==> src/rtl/sg_frame_sequencer.sv <==
// Frame sequencer for the Savitzky-Golay smoothing datapath: sample RAM -> sliding window -> MAC -> result RAM.
// Define SG_SEQ_EDGE_PAD_EN to replicate the first/last results into the edge addresses.
module sg_frame_sequencer #(
    parameter int DATA_SIZE   = 1000,
    parameter int WINDOW_SIZE = 7,
    parameter int SAMPLE_W    = 8,
    parameter int RES_W       = 16,
    parameter int ADDR_W      = 10
) (
    input  logic                            clk,
    input  logic                            rst,
    input  logic                            start,
    output logic                            busy,
    output logic                            done,
    output logic                            rd_en,
    output logic [ADDR_W-1:0]               rd_addr,
    input  logic [SAMPLE_W-1:0]             rd_data,
    output logic                            win_valid,
    input  logic                            win_ready,
    output logic [WINDOW_SIZE*SAMPLE_W-1:0] win_data,
    input  logic                            res_valid,
    input  logic [RES_W-1:0]                res_data,
    output logic                            wr_en,
    output logic [ADDR_W-1:0]               wr_addr,
    output logic [RES_W-1:0]                wr_data
);
    localparam int H    = WINDOW_SIZE / 2;
    localparam int NWIN = DATA_SIZE - WINDOW_SIZE + 1;
    localparam int CW   = ADDR_W + 1;
    localparam int FW   = $clog2(WINDOW_SIZE + 1);

    if (DATA_SIZE < WINDOW_SIZE) begin : g_chk_size
        $error("DATA_SIZE must be >= WINDOW_SIZE");
    end
    if (WINDOW_SIZE % 2 == 0) begin : g_chk_odd
        $error("WINDOW_SIZE must be odd");
    end
    if (2**ADDR_W < DATA_SIZE) begin : g_chk_addr
        $error("ADDR_W too small for DATA_SIZE");
    end

`ifdef SG_SEQ_EDGE_PAD_EN
    typedef enum logic [2:0] {S_IDLE, S_FILL, S_RUN, S_DRAIN, S_PAD, S_DONE} state_t;
    localparam int PW = $clog2(2*H + 1);
    localparam logic [ADDR_W-1:0] PAD_HI_BASE = ADDR_W'(DATA_SIZE - 2*H);
    logic [PW-1:0]    pad_cnt;
    logic [RES_W-1:0] first_res, last_res;
`else
    typedef enum logic [2:0] {S_IDLE, S_FILL, S_RUN, S_DRAIN, S_DONE} state_t;
`endif

    state_t state, state_nxt;

    logic [CW-1:0]     rd_ptr, acc_cnt, out_cnt;
    logic [ADDR_W-1:0] res_cnt;
    logic [FW-1:0]     fill_cnt;
    logic              rd_vld;
    logic [WINDOW_SIZE-1:0][SAMPLE_W-1:0] taps;

    logic accept, last_acc, fill_last, res_take, drained;

    assign accept    = (state == S_RUN) && win_valid && win_ready;
    assign last_acc  = accept && (acc_cnt == CW'(NWIN - 1));
    assign fill_last = (state == S_FILL) && rd_vld && (fill_cnt == FW'(WINDOW_SIZE - 1));
    assign res_take  = res_valid && ((state == S_RUN) || (state == S_DRAIN));
    assign drained   = (state == S_DRAIN) && (out_cnt == '0);

    assign rd_addr  = rd_ptr[ADDR_W-1:0];
    assign win_data = taps;

    always_ff @(posedge clk or negedge rst) begin
        if (!rst) state <= S_IDLE;
        else      state <= state_nxt;
    end

    always_comb begin
        state_nxt = state;
        busy      = 1'b1;
        done      = 1'b0;
        // FILL reads back-to-back; RUN reads in the accept cycle while samples remain
        rd_en     = ((state == S_FILL) && (rd_ptr < CW'(WINDOW_SIZE))) ||
                    (accept && (rd_ptr < CW'(DATA_SIZE)));
        case (state)
            S_IDLE: begin
                busy = 1'b0;
                if (start) state_nxt = S_FILL;
            end
            S_FILL:  if (fill_last) state_nxt = S_RUN;
            S_RUN:   if (last_acc)  state_nxt = S_DRAIN;
`ifdef SG_SEQ_EDGE_PAD_EN
            S_DRAIN: if (drained)   state_nxt = S_PAD;
            S_PAD:   if (pad_cnt == PW'(2*H)) state_nxt = S_DONE;
`else
            S_DRAIN: if (drained)   state_nxt = S_DONE;
`endif
            S_DONE: begin
                busy      = 1'b0;
                done      = 1'b1;
                state_nxt = S_IDLE;
            end
            default: state_nxt = S_IDLE;
        endcase
    end

    // read pointer, window shifter and handshake bookkeeping
    always_ff @(posedge clk or negedge rst) begin
        if (!rst) begin
            rd_ptr    <= '0;
            acc_cnt   <= '0;
            out_cnt   <= '0;
            res_cnt   <= '0;
            fill_cnt  <= '0;
            rd_vld    <= 1'b0;
            taps      <= '0;
            win_valid <= 1'b0;
        end else begin
            rd_vld <= rd_en;
            if ((state == S_IDLE) && start) begin
                rd_ptr   <= '0;
                acc_cnt  <= '0;
                out_cnt  <= '0;
                res_cnt  <= '0;
                fill_cnt <= '0;
            end else begin
                if (rd_en)                       rd_ptr   <= rd_ptr + 1'b1;
                if (rd_vld && state == S_FILL)   fill_cnt <= fill_cnt + 1'b1;
                if (accept)                      acc_cnt  <= acc_cnt + 1'b1;
                if (res_take)                    res_cnt  <= res_cnt + 1'b1;
                case ({accept, res_take})
                    2'b10:   out_cnt <= out_cnt + 1'b1;
                    2'b01:   out_cnt <= out_cnt - 1'b1;
                    default: out_cnt <= out_cnt;
                endcase
            end
            if (rd_vld) taps <= {rd_data, taps[WINDOW_SIZE-1:1]};
            if (fill_last || (rd_vld && state == S_RUN)) win_valid <= 1'b1;
            else if (accept)                             win_valid <= 1'b0;
        end
    end

    // result RAM write port: in-order results, then edge replication
    always_ff @(posedge clk or negedge rst) begin
        if (!rst) begin
            wr_en     <= 1'b0;
            wr_addr   <= '0;
            wr_data   <= '0;
`ifdef SG_SEQ_EDGE_PAD_EN
            pad_cnt   <= '0;
            first_res <= '0;
            last_res  <= '0;
`endif
        end else begin
            wr_en <= 1'b0;
            if (res_take) begin
                wr_en   <= 1'b1;
                wr_addr <= ADDR_W'(H) + res_cnt;
                wr_data <= res_data;
            end
`ifdef SG_SEQ_EDGE_PAD_EN
            if (res_take) begin
                if (res_cnt == '0) first_res <= res_data;
                last_res <= res_data;
            end
            // the first pad write issues on the DRAIN exit edge so done lands one cycle after the last write
            if (drained) begin
                wr_en   <= 1'b1;
                wr_addr <= '0;
                wr_data <= first_res;
                pad_cnt <= PW'(1);
            end else if ((state == S_PAD) && (pad_cnt != PW'(2*H))) begin
                wr_en   <= 1'b1;
                if (pad_cnt < PW'(H)) begin
                    wr_addr <= ADDR_W'(pad_cnt);
                    wr_data <= first_res;
                end else begin
                    wr_addr <= PAD_HI_BASE + ADDR_W'(pad_cnt);
                    wr_data <= last_res;
                end
                pad_cnt <= pad_cnt + 1'b1;
            end
`endif
        end
    end
endmodule

==> config.mk <==
export PLATFORM = sky130hd
export DESIGN_NAME = sg_frame_sequencer
export DESIGN_NICKNAME = d
export VERILOG_FILES = /design/src/rtl/sg_frame_sequencer.sv
export SDC_FILE = /design/constraint.sdc
export NUM_CORES = 1
export LEC_CHECK = 0
export BUFFER_PORTS_ARGS = -buffer_cell sky130_fd_sc_hd__buf_2
export CORE_ASPECT_RATIO = 1.25
export CORE_UTILIZATION = 50
export DETAILED_ROUTE_END_ITERATION = 7
export HOLD_SLACK_MARGIN = 0.15
export PLACE_DENSITY = 0.81
export SYNTH_ARGS = -nofsm -noshare
export SYNTH_HDL_FRONTEND = slang
export SYNTH_SLANG_ARGS = --single-unit
==> constraint.sdc <==
create_clock -name clk -period 6.52 [get_ports clk]
set_input_delay 0.652 -clock clk [delete_from_list [all_inputs] [get_ports clk]]
set_output_delay 0.652 -clock clk [all_outputs]
set_load 0.05 [all_outputs]
Word-level counts from Yosys, hierarchy flattened
Index checks and enable logic that the tools add are counted.

Register bits: 134. Bits in latches: 0. Bits in writable memories: 0. ROM bits: 0. Bits of input ports: 29. Output and inout bits: 97. Logic and storage cells: 83. Memories kept: 0.

Add/sub/neg operators: 7. Multipliers: 0. Div/mod/pow operators: 0. Magnitude comparators: 2. Equal/unequal tests: 12. Shift operators: 0. Multiplexer cells: 20. Bitwise operators: 0. Reduce and logical (&&, ||, !) cells: 24.

Operators with widths (number): $mux 11 (5); $add 11x1->11 const B (3); $pmux 11 s2 (1); $mux 10 (2); $mux 3 (6); $pmux 3 s4 (1); $eq 11x10->1 const B (1); $logic_and 1x1->1 (11); $logic_not 11->1 (1); $lt 11x10->1 const B (1); $lt 11x3->1 const B (1); $sub 11x1->11 const B (1); $add 10x1->10 const B (1); $add 2x10->10 const A (1); $reduce_bool 2->1 (5); $ne 2x2->1 const B (4); $eq 3x2->1 const B (2); $eq 3x3->1 const B (2); $mux 1 (5); $reduce_and 4->1 (1); $add 3x1->3 const B (1); $eq 3x1->1 const B (1); $logic_not 3->1 (1); $logic_or 1x1->1 (3); other kinds (4) (4).

Longest topological paths before layout
Depth in word-level cells: 7. Depth in mapped cells: 17. Mapped depth without buffers: 12.

Least setup slack after synthesis
OpenSTA, ideal clock, no wires.

Kind: register to register. Start: register state[2]. End: register out_cnt[10]. Library setup time: 0.064 ns. Data arrival time: 3.870 ns. Required time: 6.456 ns. Setup slack: 2.585 ns. Cell stages (with the launch flop): 18. Path buffers: 5. Clock period less this slack: 3.935 ns. Path through: dfrtp_1 buf_2 nor2b_1 nand2_1 inv_1 buf_1 buf_1 ha_1 buf_4 clkbuf_1 xor2_1 ha_1 nand4bb_1 nand4_1 a2111oi_0 o211ai_1 a211oi_1 a31o_2.

Longest elaborated chain between the ends: 6. Elaborated cells on any way between the ends: 13. Classes of those cells: eq/ne (4); mux (2); reduce/logical (7).

Ends and longest elaborated chain: from (decl) (RTL line 52) `state_t state, state_nxt;`; from (signal assigned) (RTL line 73) `else state <= state_nxt;`; $eq 3x2->1 (RTL line 65) `assign res_take = res_valid && ((state == S_RUN) || (state == S_DRAIN));`; $logic_or 1x1->1 * (RTL line 65); $logic_and 1x1->1 * (RTL line 65); net res_take (RTL line 60) `logic accept, last_acc, fill_last, res_take, drained;`; $eq 2x1->1 or $eq 2x2->1 (tied branches) (RTL line 129) `case ({accept, res_take})`; $pmux 11 s2 (RTL line 129); $mux 11 (RTL line 118) `if ((state == S_IDLE) && start) begin`; to (signal assigned) (RTL line 130) `2'b10: out_cnt <= out_cnt + 1'b1;`; to (signal assigned) (RTL line 131) `2'b01: out_cnt <= out_cnt - 1'b1;`; to (signal assigned) (RTL line 132) `default: out_cnt <= out_cnt;`; to (decl) (RTL line 54) `logic [CW-1:0] rd_ptr, acc_cnt, out_cnt;`.

The timed path passes the listed nets; every way through them passes the cells marked *. A chain may end at the register's enable or synchronous reset.

Worst setup path in the final report
Start: register state[2]. End: register out_cnt[10].

Longest elaborated chain between the ends: 6. Elaborated cells on any way between the ends: 13. Classes of those cells: eq/ne (4); mux (2); reduce/logical (7).

Ends and longest elaborated chain (RTL line): $eq 3x2->1, on equally long branches (62, 65); $logic_or 1x1->1 or $logic_and 1x1->1 (tied branches) (65, 62); $logic_and 1x1->1, on equally long branches (65, 62); $eq 2x1->1 or $eq 2x2->1 (tied branches) (129); $pmux 11 s2 (129); $mux 11 (118).

Several ways; a longest one is shown, not always the timed one.

==> flow_metrics.env <==
export IMPL_status="finished, final reports clean"
export IMPL_synthDistinctLibCells=55
export IMPL_end_kind="register"
export IMPL_synth_nets=638
export IMPL_cts_hold_buf=0
export IMPL_synthArstFlopShare_pct=100.0
export IMPL_post_cts_resized=0
export IMPL_slew_violations=0
export IMPL_tightest_slew_ns=0.9930
export IMPL_totalWireLength_um=13850
export IMPL_fin_tns_setup_ns=0
export IMPL_initial_core_util_pct=51.60
export IMPL_post_dp_cell_area_um2=6972
export IMPL_ios=126
export IMPL_setup_violations_final=0
export IMPL_dp_hpwl_um=9322
export IMPL_ir_worst_vdd_v=0.0003095
export IMPL_setup_slack_ns=2.265
export IMPL_postSynthAreaPerCell_um2=10.56
export IMPL_switching_share_pct=43.19
export IMPL_clk_latency_ns=0.41
export IMPL_grt_max_degree=81
export IMPL_clk_pin_slew_ns=0.06
export IMPL_cts_tree="built"
export IMPL_worstSetupStartpointType="register"
export IMPL_clock_sinks=134
export IMPL_grt_usage_pct=21.97
export IMPL_synth_top_area_cell="dfrtp_1"
export IMPL_yosysTopAreaCellShare_pct=53.19
export IMPL_cellLeakagePower_nw=3.698
export IMPL_cp_required_ns=6.88
export IMPL_clockPowerShare_pct=27.2
export IMPL_finClkSkew_ns=0.008814
export IMPL_dieArea_um2=13070
export IMPL_finalNetCount=745
export IMPL_fin_crit_ns=4.255
export IMPL_dr_pass1_iters=5
export IMPL_dp_slack_ns=2.366
export IMPL_area_delta_synth_final_pct=20.48
export IMPL_clockBufferDepth=2
export IMPL_worstHoldPathType="primary input to asynchronous set/reset pin"
export IMPL_route_vias_total=4816
export IMPL_root_buffer="clkbuf_16"
export IMPL_syn_area_um2=6305
export IMPL_post_drt_wl_per_cell_um=15.72
export IMPL_p_int_mw=2.076
export IMPL_period_share_pct=65.26
export IMPL_seq_power_share_pct=33.1
export IMPL_gp_congestion=0.8454
export IMPL_hold_violations=0
export IMPL_fmax_mhz=235.0
export IMPL_postCtsSetupRepairBufs=0
export IMPL_drt_iter0_markers=378
export IMPL_r2r_setup_slack_ns=2.26
export IMPL_grt_pass1_vias=4681
export IMPL_cts_max_level=4
export IMPL_power_frac_comb_pct=39.7
export IMPL_drc=0
export IMPL_rr_endpoint="out_cnt[10]"
export IMPL_core_um2=12220
export IMPL_synth_edf_count=0
export IMPL_yosys_warnings=0
export IMPL_grt_pass1_wl_um=22360
export IMPL_n_antenna_cell=0
export IMPL_synthFlopType="dfrtp_1"
export IMPL_antenna_found_initial=0
export IMPL_slew_headroom_pct=33.80
export IMPL_numCtsBuffers=17
export IMPL_synth_seq_cells=134
export IMPL_viasPerCell=5.467
export IMPL_timing_rr_start="state[2]"
export IMPL_drtAntennaViolNets=0
export IMPL_p_switching_mw=1.578
export IMPL_drv_cap=0
export IMPL_ys_seq_area_share_pct=53.19
export IMPL_placementRows=45
export IMPL_netlist_top_cells_area="dfrtp_1 53%, mux2_2 10%, nand2_1 5.5%"
export IMPL_power_density_nw_per_um2=481.0
export IMPL_crit_type="register to register"
export IMPL_synthCells=597
export IMPL_worstPathArrival_ns=4.61
export IMPL_rsz0062_at_grt="no"
export IMPL_dieWidth_um=102.4
export IMPL_power_mw=3.654
export IMPL_port_buffers=125
export IMPL_drive_above_1_share_pct=32.36
export IMPL_crit_fanout=41
export IMPL_reg2regPathDepth=14
export IMPL_grt_overflow=0
export IMPL_die_y_um=127.5
export IMPL_fin_area_um2=7596
[per-layer routing]
metal | GRT usage [%] | vias to the layer above | routed length, um
met5 | 0 | - | 0
met4 | 10.84 | 0 | 439
met3 | 4.212 | 40 | 664
met2 | 36.55 | 191 | 6925
met1 | 27.01 | 2327 | 5816
li1 | - | 2258 | -
[Yosys cell counts, types with 4 or more instances]
cell / count
nor2b_1: 5
xnor2_1: 12
inv_1: 15
nand3_1: 13
nand4_1: 11
a21oi_1: 21
buf_1: 8
mux2_2: 57
and2_1: 5
or3_1: 8
nor3_1: 8
xor2_1: 26
mux2i_1: 4
and3_1: 5
o21ai_0: 28
nand2_1: 92
buf_4: 11
ha_1: 12
dfrtp_1: 134
nor2_1: 47
nor4_1: 5
clkbuf_1: 18
[power by group through the flow]
stage | logic [mW] | registers (mW) | clock network (mW)
2_1_floorplan | 0.479 | 1.84 | 0
3_3_place_gp | 1.43 | 1.20 | 0
3_5_place_dp | 1.45 | 1.22 | 0
4_1_cts | 1.46 | 1.21 | 1.01
5_1_grt | 1.51 | 1.24 | 1.05
6_report | 1.45 | 1.21 | 0.995
[state kept, by name (all words and copies together) (netlist names)]
name       count
win_valid      1
wr_data       16
wr_addr       10
state          3
fill_cnt       3
out_cnt       11
res_cnt       10
rd_ptr        11
wr_en          1
acc_cnt       11
rd_vld         1
win_data      56
[cell type report]
cell class / instances / area, um2
clock inverters: 13 / 171.4
well taps: 164 / 205.2
multi-input cells: 406 / 2690
flip-flops and latches: 134 / 3354
inverters: 15 / 56.30
repair buffers: 130 / 665.6
clock buffers: 19 / 452.9
fillers: 944 / 4622
[how the worst max path moves through the flow]
| stage | startpoint | endpoint | slack [ns] | depth (start not counted) |
|---|---|---|---|---|
| 2_1_floorplan | state[2] | out_cnt[10] | 2.59 | 17 |
| 3_3_place_gp | state[2] | out_cnt[10] | 2.62 | 14 |
| 3_5_place_dp | state[2] | out_cnt[10] | 2.37 | 14 |
| 4_1_cts | state[2] | out_cnt[10] | 2.35 | 14 |
| 5_1_grt | state[2] | out_cnt[10] | 1.99 | 14 |
| 6_report | state[2] | out_cnt[10] | 2.26 | 14 |
[cell usage in the layout, fill, tap and decap left out, types with 6 or more instances in the layout]
cell       Yosys  layout
xnor2_1       12      12
buf_4         11       6
mux2_2        57      57
buf_2          3     124
a21oi_1       21      21
nand3_1       13      13
or3_1          8       8
nor2_1        47      47
inv_1         15      15
xor2_1        26      26
nor3_1         8       8
o21ai_0       28      28
ha_1          12      12
dfrtp_1      134     133
nand4_1       11      11
nand2_1       92      92
clkbuf_16      0      17
[cell families (layout without fill, tap and decap cells)]
logic type               after synthesis  count (layout)  synth area share, %
XOR/XNOR                              38              38                5.279
adder cells (fa/ha/maj)               12              12                2.381
AND/OR/NAND/NOR                      218             218                16.53
multiplexers                          61              61                10.82
AO/OA/AOI/OAI                         77              77                7.660
flip-flops                           134             134                53.19
buffers and inverters                 57             177                4.147
[critical path: stages (launching register included)]
cell and delay [ns]:
dfrtp_1 0.49, nor2b_1 0.29, nand2_1 0.10, buf_4 0.25, inv_1 0.08, buf_4 0.26, ha_1 0.77, xor2_1 0.15
ha_1 0.25, nand4bb_1 0.12, nand4_1 0.20, a2111oi_0 0.59, o211ai_1 0.21, a211oi_1 0.29, a31o_2 0.13
[stage by stage]
step	hold WS [ns]	util [%]	instances
4_1_cts	0.3033	62.17	881
3_5_place_dp	0.4594	57.06	849
2_1_floorplan	0.3564	-	597
6_report	0.2725	62.17	881
5_1_grt	0.3292	62.17	881
3_3_place_gp	0.4531	57.06	849
Note: power is estimated with default switching activity, not from simulation.
